--- config.mk ---
export PLATFORM = sky130hd
export DESIGN_NAME = alu_acc_sequencer_flat
export DESIGN_NICKNAME = d
export VERILOG_FILES = /design/src/rtl/alu_acc_sequencer_if.sv /design/src/rtl/alu_acc_sequencer.sv /design/src/flat_wrapper.sv
export SDC_FILE = /design/constraint.sdc
export NUM_CORES = 1
export LEC_CHECK = 0
export CAP_MARGIN = 40
export CORE_MARGIN = 2
export CORE_UTILIZATION = 47
export CTS_CLUSTER_SIZE = 40
export DETAILED_ROUTE_END_ITERATION = 6
export PLACE_DENSITY_LB_ADDON = 0.25
export SETUP_SLACK_MARGIN = 0.4
export SYNTH_ARGS = -nofsm -noshare
export SYNTH_HDL_FRONTEND = slang
export SYNTH_SLANG_ARGS = --single-unit
--- constraint.sdc ---
create_clock -name clk -period 2.2 [get_ports clk]
set_clock_uncertainty 0.15 [all_clocks]
set_input_delay 0.44 -clock clk [delete_from_list [all_inputs] [get_ports clk]]
set_output_delay 0.44 -clock clk [all_outputs]
set_load 0.03 [all_outputs]
--- src/rtl/alu_acc_sequencer_if.sv ---
// Command, adder and result bundle between the accumulator sequencer and its environment.
// Latency: none, wiring only.
// Backpressure: cmd_valid/cmd_ready on the command side, res_valid/res_ready on the result side.
interface alu_acc_sequencer_if #(
  parameter int WIDTH = 8
);
  // command handshake
  logic             cmd_valid;
  logic             cmd_ready;
  logic [2:0]       cmd_op;
  logic [WIDTH-1:0] cmd_data;
  // combinational adder drive and return
  logic [WIDTH-1:0] add_a;
  logic [WIDTH-1:0] add_b;
  logic             add_sub;
  logic [WIDTH-1:0] add_sum;
  logic             add_cout;
  // result handshake and status
  logic             res_valid;
  logic             res_ready;
  logic [WIDTH-1:0] res_data;
  logic             flag_z;
  logic             flag_c;
  logic             flag_n;
  logic             flag_v;
  logic [WIDTH-1:0] acc;

  // environment side: issues commands, supplies the adder, consumes results
  modport master (
    output cmd_valid, cmd_op, cmd_data, add_sum, add_cout, res_ready,
    input  cmd_ready, add_a, add_b, add_sub, res_valid, res_data,
           flag_z, flag_c, flag_n, flag_v, acc
  );

  // sequencer side
  modport slave (
    input  cmd_valid, cmd_op, cmd_data, add_sum, add_cout, res_ready,
    output cmd_ready, add_a, add_b, add_sub, res_valid, res_data,
           flag_z, flag_c, flag_n, flag_v, acc
  );
endinterface

--- src/rtl/alu_acc_sequencer.sv ---
// Accumulator front end for an external combinational add/subtract stage with Z/C/N/V flags.
// Latency: command accepted at edge T, result captured at T+1, IDLE again after handshake (3 cycles min).
// Backpressure: one command in flight; cmd_ready low until the result is taken; RESP held while res_ready low.
module alu_acc_sequencer #(
  parameter int WIDTH = 8
) (
  input logic              clk,
  input logic              rst,
  alu_acc_sequencer_if.slave bus
);

  localparam logic [2:0] OP_CLR  = 3'd0;
  localparam logic [2:0] OP_LOAD = 3'd1;
  localparam logic [2:0] OP_ADD  = 3'd2;
  localparam logic [2:0] OP_SUB  = 3'd3;
  localparam logic [2:0] OP_CMP  = 3'd4;

  typedef enum logic [1:0] {
    IDLE = 2'd0,
    EXEC = 2'd1,
    RESP = 2'd2
  } state_t;

  state_t     state;
  logic [2:0] op;

  logic sum_zero;
  logic load_zero;
  logic v_add;
  logic v_sub;

  // Flag terms from the registered operands and the adder's settled sum.
  // A LOAD value is parked on add_b, so its zero test comes from there.
  always_comb begin
    sum_zero  = (bus.add_sum == '0);
    load_zero = (bus.add_b == '0);
    v_add     = (bus.add_a[WIDTH-1] == bus.add_b[WIDTH-1]) &&
                (bus.add_sum[WIDTH-1] != bus.add_a[WIDTH-1]);
    v_sub     = (bus.add_a[WIDTH-1] != bus.add_b[WIDTH-1]) &&
                (bus.add_sum[WIDTH-1] != bus.add_a[WIDTH-1]);
  end

  // Control FSM with all outputs registered; reset aborts any command in progress.
  always_ff @(posedge clk or posedge rst) begin
    if (rst) begin
      state         <= IDLE;
      op            <= OP_CLR;
      bus.cmd_ready <= 1'b1;
      bus.res_valid <= 1'b0;
      bus.res_data  <= '0;
      bus.acc       <= '0;
      bus.flag_z    <= 1'b0;
      bus.flag_c    <= 1'b0;
      bus.flag_n    <= 1'b0;
      bus.flag_v    <= 1'b0;
      bus.add_a     <= '0;
      bus.add_b     <= '0;
      bus.add_sub   <= 1'b0;
    end else begin
      case (state)
        IDLE: begin
          if (bus.cmd_valid && bus.cmd_ready) begin
            op            <= bus.cmd_op;
            bus.add_a     <= bus.acc;
            bus.add_b     <= bus.cmd_data;
            bus.add_sub   <= (bus.cmd_op == OP_SUB) || (bus.cmd_op == OP_CMP);
            bus.cmd_ready <= 1'b0;
            state         <= EXEC;
          end
        end
        EXEC: begin
          bus.res_valid <= 1'b1;
          state         <= RESP;
          case (op)
            OP_CLR: begin
              bus.acc      <= '0;
              bus.res_data <= '0;
              bus.flag_z   <= 1'b1;
              bus.flag_n   <= 1'b0;
            end
            OP_LOAD: begin
              bus.acc      <= bus.add_b;
              bus.res_data <= bus.add_b;
              bus.flag_z   <= load_zero;
              bus.flag_n   <= bus.add_b[WIDTH-1];
            end
            OP_ADD: begin
              bus.acc      <= bus.add_sum;
              bus.res_data <= bus.add_sum;
              bus.flag_z   <= sum_zero;
              bus.flag_c   <= bus.add_cout;
              bus.flag_n   <= bus.add_sum[WIDTH-1];
              bus.flag_v   <= v_add;
            end
            OP_SUB: begin
              bus.acc      <= bus.add_sum;
              bus.res_data <= bus.add_sum;
              bus.flag_z   <= sum_zero;
              bus.flag_c   <= bus.add_cout;
              bus.flag_n   <= bus.add_sum[WIDTH-1];
              bus.flag_v   <= v_sub;
            end
            OP_CMP: begin
              bus.res_data <= bus.add_sum;
              bus.flag_z   <= sum_zero;
              bus.flag_c   <= bus.add_cout;
              bus.flag_n   <= bus.add_sum[WIDTH-1];
              bus.flag_v   <= v_sub;
            end
            default: begin
              bus.res_data <= bus.acc;
            end
          endcase
        end
        RESP: begin
          if (bus.res_valid && bus.res_ready) begin
            bus.res_valid <= 1'b0;
            bus.cmd_ready <= 1'b1;
            state         <= IDLE;
          end
        end
        default: begin
          state <= IDLE;
        end
      endcase
    end
  end

endmodule

--- src/flat_wrapper.sv ---
// flat-port wrapper written by rule: the top's interface ports become plain ports
module alu_acc_sequencer_flat 
#(
  parameter int WIDTH = 8
)
  (clk, rst, bus_cmd_valid, bus_cmd_op, bus_cmd_data, bus_add_sum, bus_add_cout, bus_res_ready, bus_cmd_ready, bus_add_a, bus_add_b, bus_add_sub, bus_res_valid, bus_res_data, bus_flag_z, bus_flag_c, bus_flag_n, bus_flag_v, bus_acc);
  alu_acc_sequencer_if #(.WIDTH(WIDTH)) bus_i ();
  input logic clk;
  input logic rst;
  input wire logic [$bits(bus_i.cmd_valid)-1:0] bus_cmd_valid;
  input wire logic [$bits(bus_i.cmd_op)-1:0] bus_cmd_op;
  input wire logic [$bits(bus_i.cmd_data)-1:0] bus_cmd_data;
  input wire logic [$bits(bus_i.add_sum)-1:0] bus_add_sum;
  input wire logic [$bits(bus_i.add_cout)-1:0] bus_add_cout;
  input wire logic [$bits(bus_i.res_ready)-1:0] bus_res_ready;
  output wire logic [$bits(bus_i.cmd_ready)-1:0] bus_cmd_ready;
  output wire logic [$bits(bus_i.add_a)-1:0] bus_add_a;
  output wire logic [$bits(bus_i.add_b)-1:0] bus_add_b;
  output wire logic [$bits(bus_i.add_sub)-1:0] bus_add_sub;
  output wire logic [$bits(bus_i.res_valid)-1:0] bus_res_valid;
  output wire logic [$bits(bus_i.res_data)-1:0] bus_res_data;
  output wire logic [$bits(bus_i.flag_z)-1:0] bus_flag_z;
  output wire logic [$bits(bus_i.flag_c)-1:0] bus_flag_c;
  output wire logic [$bits(bus_i.flag_n)-1:0] bus_flag_n;
  output wire logic [$bits(bus_i.flag_v)-1:0] bus_flag_v;
  output wire logic [$bits(bus_i.acc)-1:0] bus_acc;
  assign bus_i.cmd_valid = bus_cmd_valid;
  assign bus_i.cmd_op = bus_cmd_op;
  assign bus_i.cmd_data = bus_cmd_data;
  assign bus_i.add_sum = bus_add_sum;
  assign bus_i.add_cout = bus_add_cout;
  assign bus_i.res_ready = bus_res_ready;
  assign bus_cmd_ready = bus_i.cmd_ready;
  assign bus_add_a = bus_i.add_a;
  assign bus_add_b = bus_i.add_b;
  assign bus_add_sub = bus_i.add_sub;
  assign bus_res_valid = bus_i.res_valid;
  assign bus_res_data = bus_i.res_data;
  assign bus_flag_z = bus_i.flag_z;
  assign bus_flag_c = bus_i.flag_c;
  assign bus_flag_n = bus_i.flag_n;
  assign bus_flag_v = bus_i.flag_v;
  assign bus_acc = bus_i.acc;
  alu_acc_sequencer #(.WIDTH(WIDTH)) u_core (.clk(clk), .rst(rst), .bus(bus_i));
endmodule
==> metrics.md <==
| Metric | Value |
|---|---|
| Outcome | complete, no violations |
| H-tree Lvls | 2 |
| Post-synth top area share | 50.3% |
| WP data required | 1.61 ns |
| Hold Path Class | reg -> reg |
| Initial antenna violation count | 0 |
| Most common cell in the netlist | dfrtp_1 |
| Hold Path Depth | 1 |
| Area occupied by multi-input gates | 953 sq um |
| Port buffer count | 62 |
| RSZ-0062 raised after global routing | no |
| Setup Crit Path Kind | reg -> out |
| Final #Nets | 282 |
| Largest net degree at the start of global routing | 45 |
| Buf/Inv on CP | 1 |
| Seq/Total Area, Yosys | 51.6% |
| Total inserted antenna cells | 0 |
| Fin crit period | 1.77 ns |
| Final slew viol count | 0 |
| CP delay by family, top | flip-flops |
| GP Congestion | 0.822 |
| FF/Latch Area | 0.00110 sq mm |
| Clock power frac | 37.7% |
| Die Y | 71.5 um |
| Sw Ratio | 20.7% |
| Main synth FF type | dfrtp_1 |
| Vias | 1804 |
| Via/cell ratio | 5.80 |
| Final setup vio count | 0 |
| Filler cells | 377 |
| Vias in the first global route | 1656 |
| Logic pwr share | 6.1% |
| Chip Width | 71.5 um |
| CTS tree | built |
| Clk buf depth | 2 |
| Final worst path period share | 80.3% |
| Leak | 1.40 nW |
| Crit. End Element | output port |
| Clock-pin slew on the worst setup and hold paths | 0.08 ns |
| TritonCTS Buffers | 5 |
| Final core utilization | 67.5% |
| GRT Util Overall | 19.5% |
| Ys Warns | 0 |
| Routed length per instance | 16.6 um |
| Gr ovfl total | 0 |
| Slowest stage cell, crit path | dfrtp_1 |
| Root Buffer | clkbuf_8 |
| Register share of total power | 56.2% |
| Syn_nets | 217 |
| Largest cells by area after synthesis | dfrtp_1, mux2_2, nand2_1 |
| Starting Density | 49.1% |
| Slowest stage delay, CP | 0.45 ns |
| Reg2reg path depth | 4 |
| Max Fclk | 566 MHz |
| First-pass iteration count of the detailed router | 4 |
| First-pass GRT wire length | 7980 um |
| Dpl ws | 0.0826 ns |
| Asr flop ratio synth | 100% |
| Clock Sinks | 44 |
| Post-synthesis average cell area | 11.1 sq um |
| Power Density | 491 mW/mm^2 |
| Tightest Pin Transition | 0.410 ns |
| Max-Cap Viols | 0 |
| Synth top cells by count | dfrtp_1, nand2_1, mux2_2 |
| Critical Path Fanout Max | 5 |
| Post-synthesis register bit count | 44 |
| Area of the die | 0.00511 sq mm |
| CP Launch Type | flip-flop |
| ANT nets after route | 0 |
| Hold-fix buffers, CTS | 0 |
| Worst path cell trace | dlygate4sd2_1 |
| Mapped Area | 0.00214 sq mm |
| Worst vdd ir | 368 uV |
| Area growth from synthesis to layout | 37.4% |
| Core ar. | 0.00435 sq mm |
| WP depth | 1 |
| Clock latency on the worst-skew pair | 0.29 ns |
| Share of cells above drive strength 1 | 18.9% |
| Hpwl dp | 3450 um |
| Total Neg Setup Slack | 0 ns |
| Starting DRT DRC Count | 119 |
| Cells after Synth | 193 |
| Total Power | 1.44 mW |
| Post-route DRC | 0 |
| I/O Pins | 63 |
| R2R setup slack | 0.49 ns |
| Final wirelength | 5170 um |
| Synth area leader | dfrtp_1 |
| Synth unique cells | 31 |
| Final number of hold-violating endpoints | 0 |
| Switching power | 0.299 mW |
| Slew margin rel. | 72.6% |
| Pint | 1.14 mW |
| Setup WS post-layout | 0.433 ns |
| Crit path DAT | 1.18 ns |
| Post-synth EDFFs | 0 |
| Row cnt | 24 |
==> final timing paths <==
check / start / end
worst max-delay path: u_core.bus.add_b[5] / bus_add_b[5]
worst min-delay path: u_core.bus.res_data[0] / u_core.bus.res_data[0]
worst max register to register: u_core.state[0] / u_core.bus.add_a[5]
worst min register to register: u_core.bus.res_data[0] / u_core.bus.res_data[0]
max in group asynchronous: rst / u_core.bus.cmd_ready
min in group asynchronous: rst / u_core.bus.res_data[4]
==> power by group through the flow <==
stage | clock [mW] | combinational (mW) | sequential (mW)
after floorplan | 0 | 0.0243 | 0.831
after global placement | 0 | 0.0891 | 0.827
after detailed placement | 0 | 0.0899 | 0.827
after CTS | 0.549 | 0.0889 | 0.811
after global routing | 0.587 | 0.0972 | 0.811
final | 0.544 | 0.0881 | 0.811
==> area by class of cell <==
cell class | instances | area share [%]
clock buffers | 8 | 3.41
multi-input cells | 133 | 32.4
well taps | 52 | 2.21
inverters | 3 | 0.383
flip-flops and latches | 44 | 37.5
repair buffers | 71 | 24.1
==> registers in the layout (all words and copies together), names as in the netlist <==
register              flops
u_core.bus.flag_z         1
u_core.bus.add_b          8
u_core.state              2
u_core.bus.res_valid      1
u_core.bus.add_sub        1
u_core.bus.acc            8
u_core.bus.add_a          8
u_core.op                 3
u_core.bus.flag_n         1
u_core.bus.cmd_ready      1
u_core.bus.flag_v         1
u_core.bus.res_data       8
u_core.bus.flag_c         1
==> stage by stage <==
stage,instance area (sq um),cells,hold WS (ns)
3_3_place_gp,2810,300,0.311
3_5_place_dp,2810,300,0.317
6_report,2940,311,0.323
4_1_cts,2860,308,0.330
5_1_grt,2940,311,0.344
2_1_floorplan,2140,193,0.395
==> routing by layer <==
metal | routed length [um] | track usage (%) | vias to the layer above
met1 | 2310 | 27.6 | 880
li1 | - | - | 839
met5 | 0 | 0 | -
met2 | 2420 | 30.5 | 74
met4 | 73 | 6.50 | 0
met3 | 361 | 3.80 | 11
==> what timing repair did <==
| action | 4_1_cts | 5_1_grt |
|---|---|---|
| buffers inserted | 0 | 1 |
| gates cloned | 0 | 2 |
| pin swaps | 0 | 1 |
| gates resized for setup | 41 | 12 |
| setup endpoints to repair | 53 | 23 |
==> cell usage in the layout, fill, tap and decap left out, types with 2 or more instances in the layout <==
| cell | Yosys | routed |
|---|---|---|
| nand2b_1 | 3 | 3 |
| mux2_2 | 21 | 17 |
| a21o_1 | 10 | 10 |
| clkdlybuf4s50_1 | 0 | 22 |
| a311oi_1 | 7 | 7 |
| a21oi_1 | 15 | 15 |
| buf_12 | 0 | 2 |
| a221oi_1 | 7 | 7 |
| o22ai_1 | 2 | 2 |
| clkdlybuf4s15_1 | 0 | 2 |
| buf_4 | 3 | 4 |
| dfrtp_1 | 43 | 43 |
| a22oi_1 | 8 | 8 |
| nor4_1 | 4 | 4 |
| nand2_1 | 25 | 25 |
| nor2_1 | 13 | 13 |
| dlygate4sd2_1 | 0 | 35 |
| clkbuf_16 | 0 | 2 |
| mux2_4 | 1 | 5 |
| clkbuf_8 | 0 | 7 |
| nand3b_1 | 3 | 3 |
| o21ai_0 | 3 | 3 |
==> logic make-up (layout without fill, tap and decap cells) <==
family,Yosys count,in the layout,synth area share [%]
flops,44,44,51.6
simple gates,56,56,13.6
mux,22,22,11.8
compound gates,55,55,18.4
buf+inv,16,82,4.62
No activity file was read; power rests on OpenSTA's default activity.
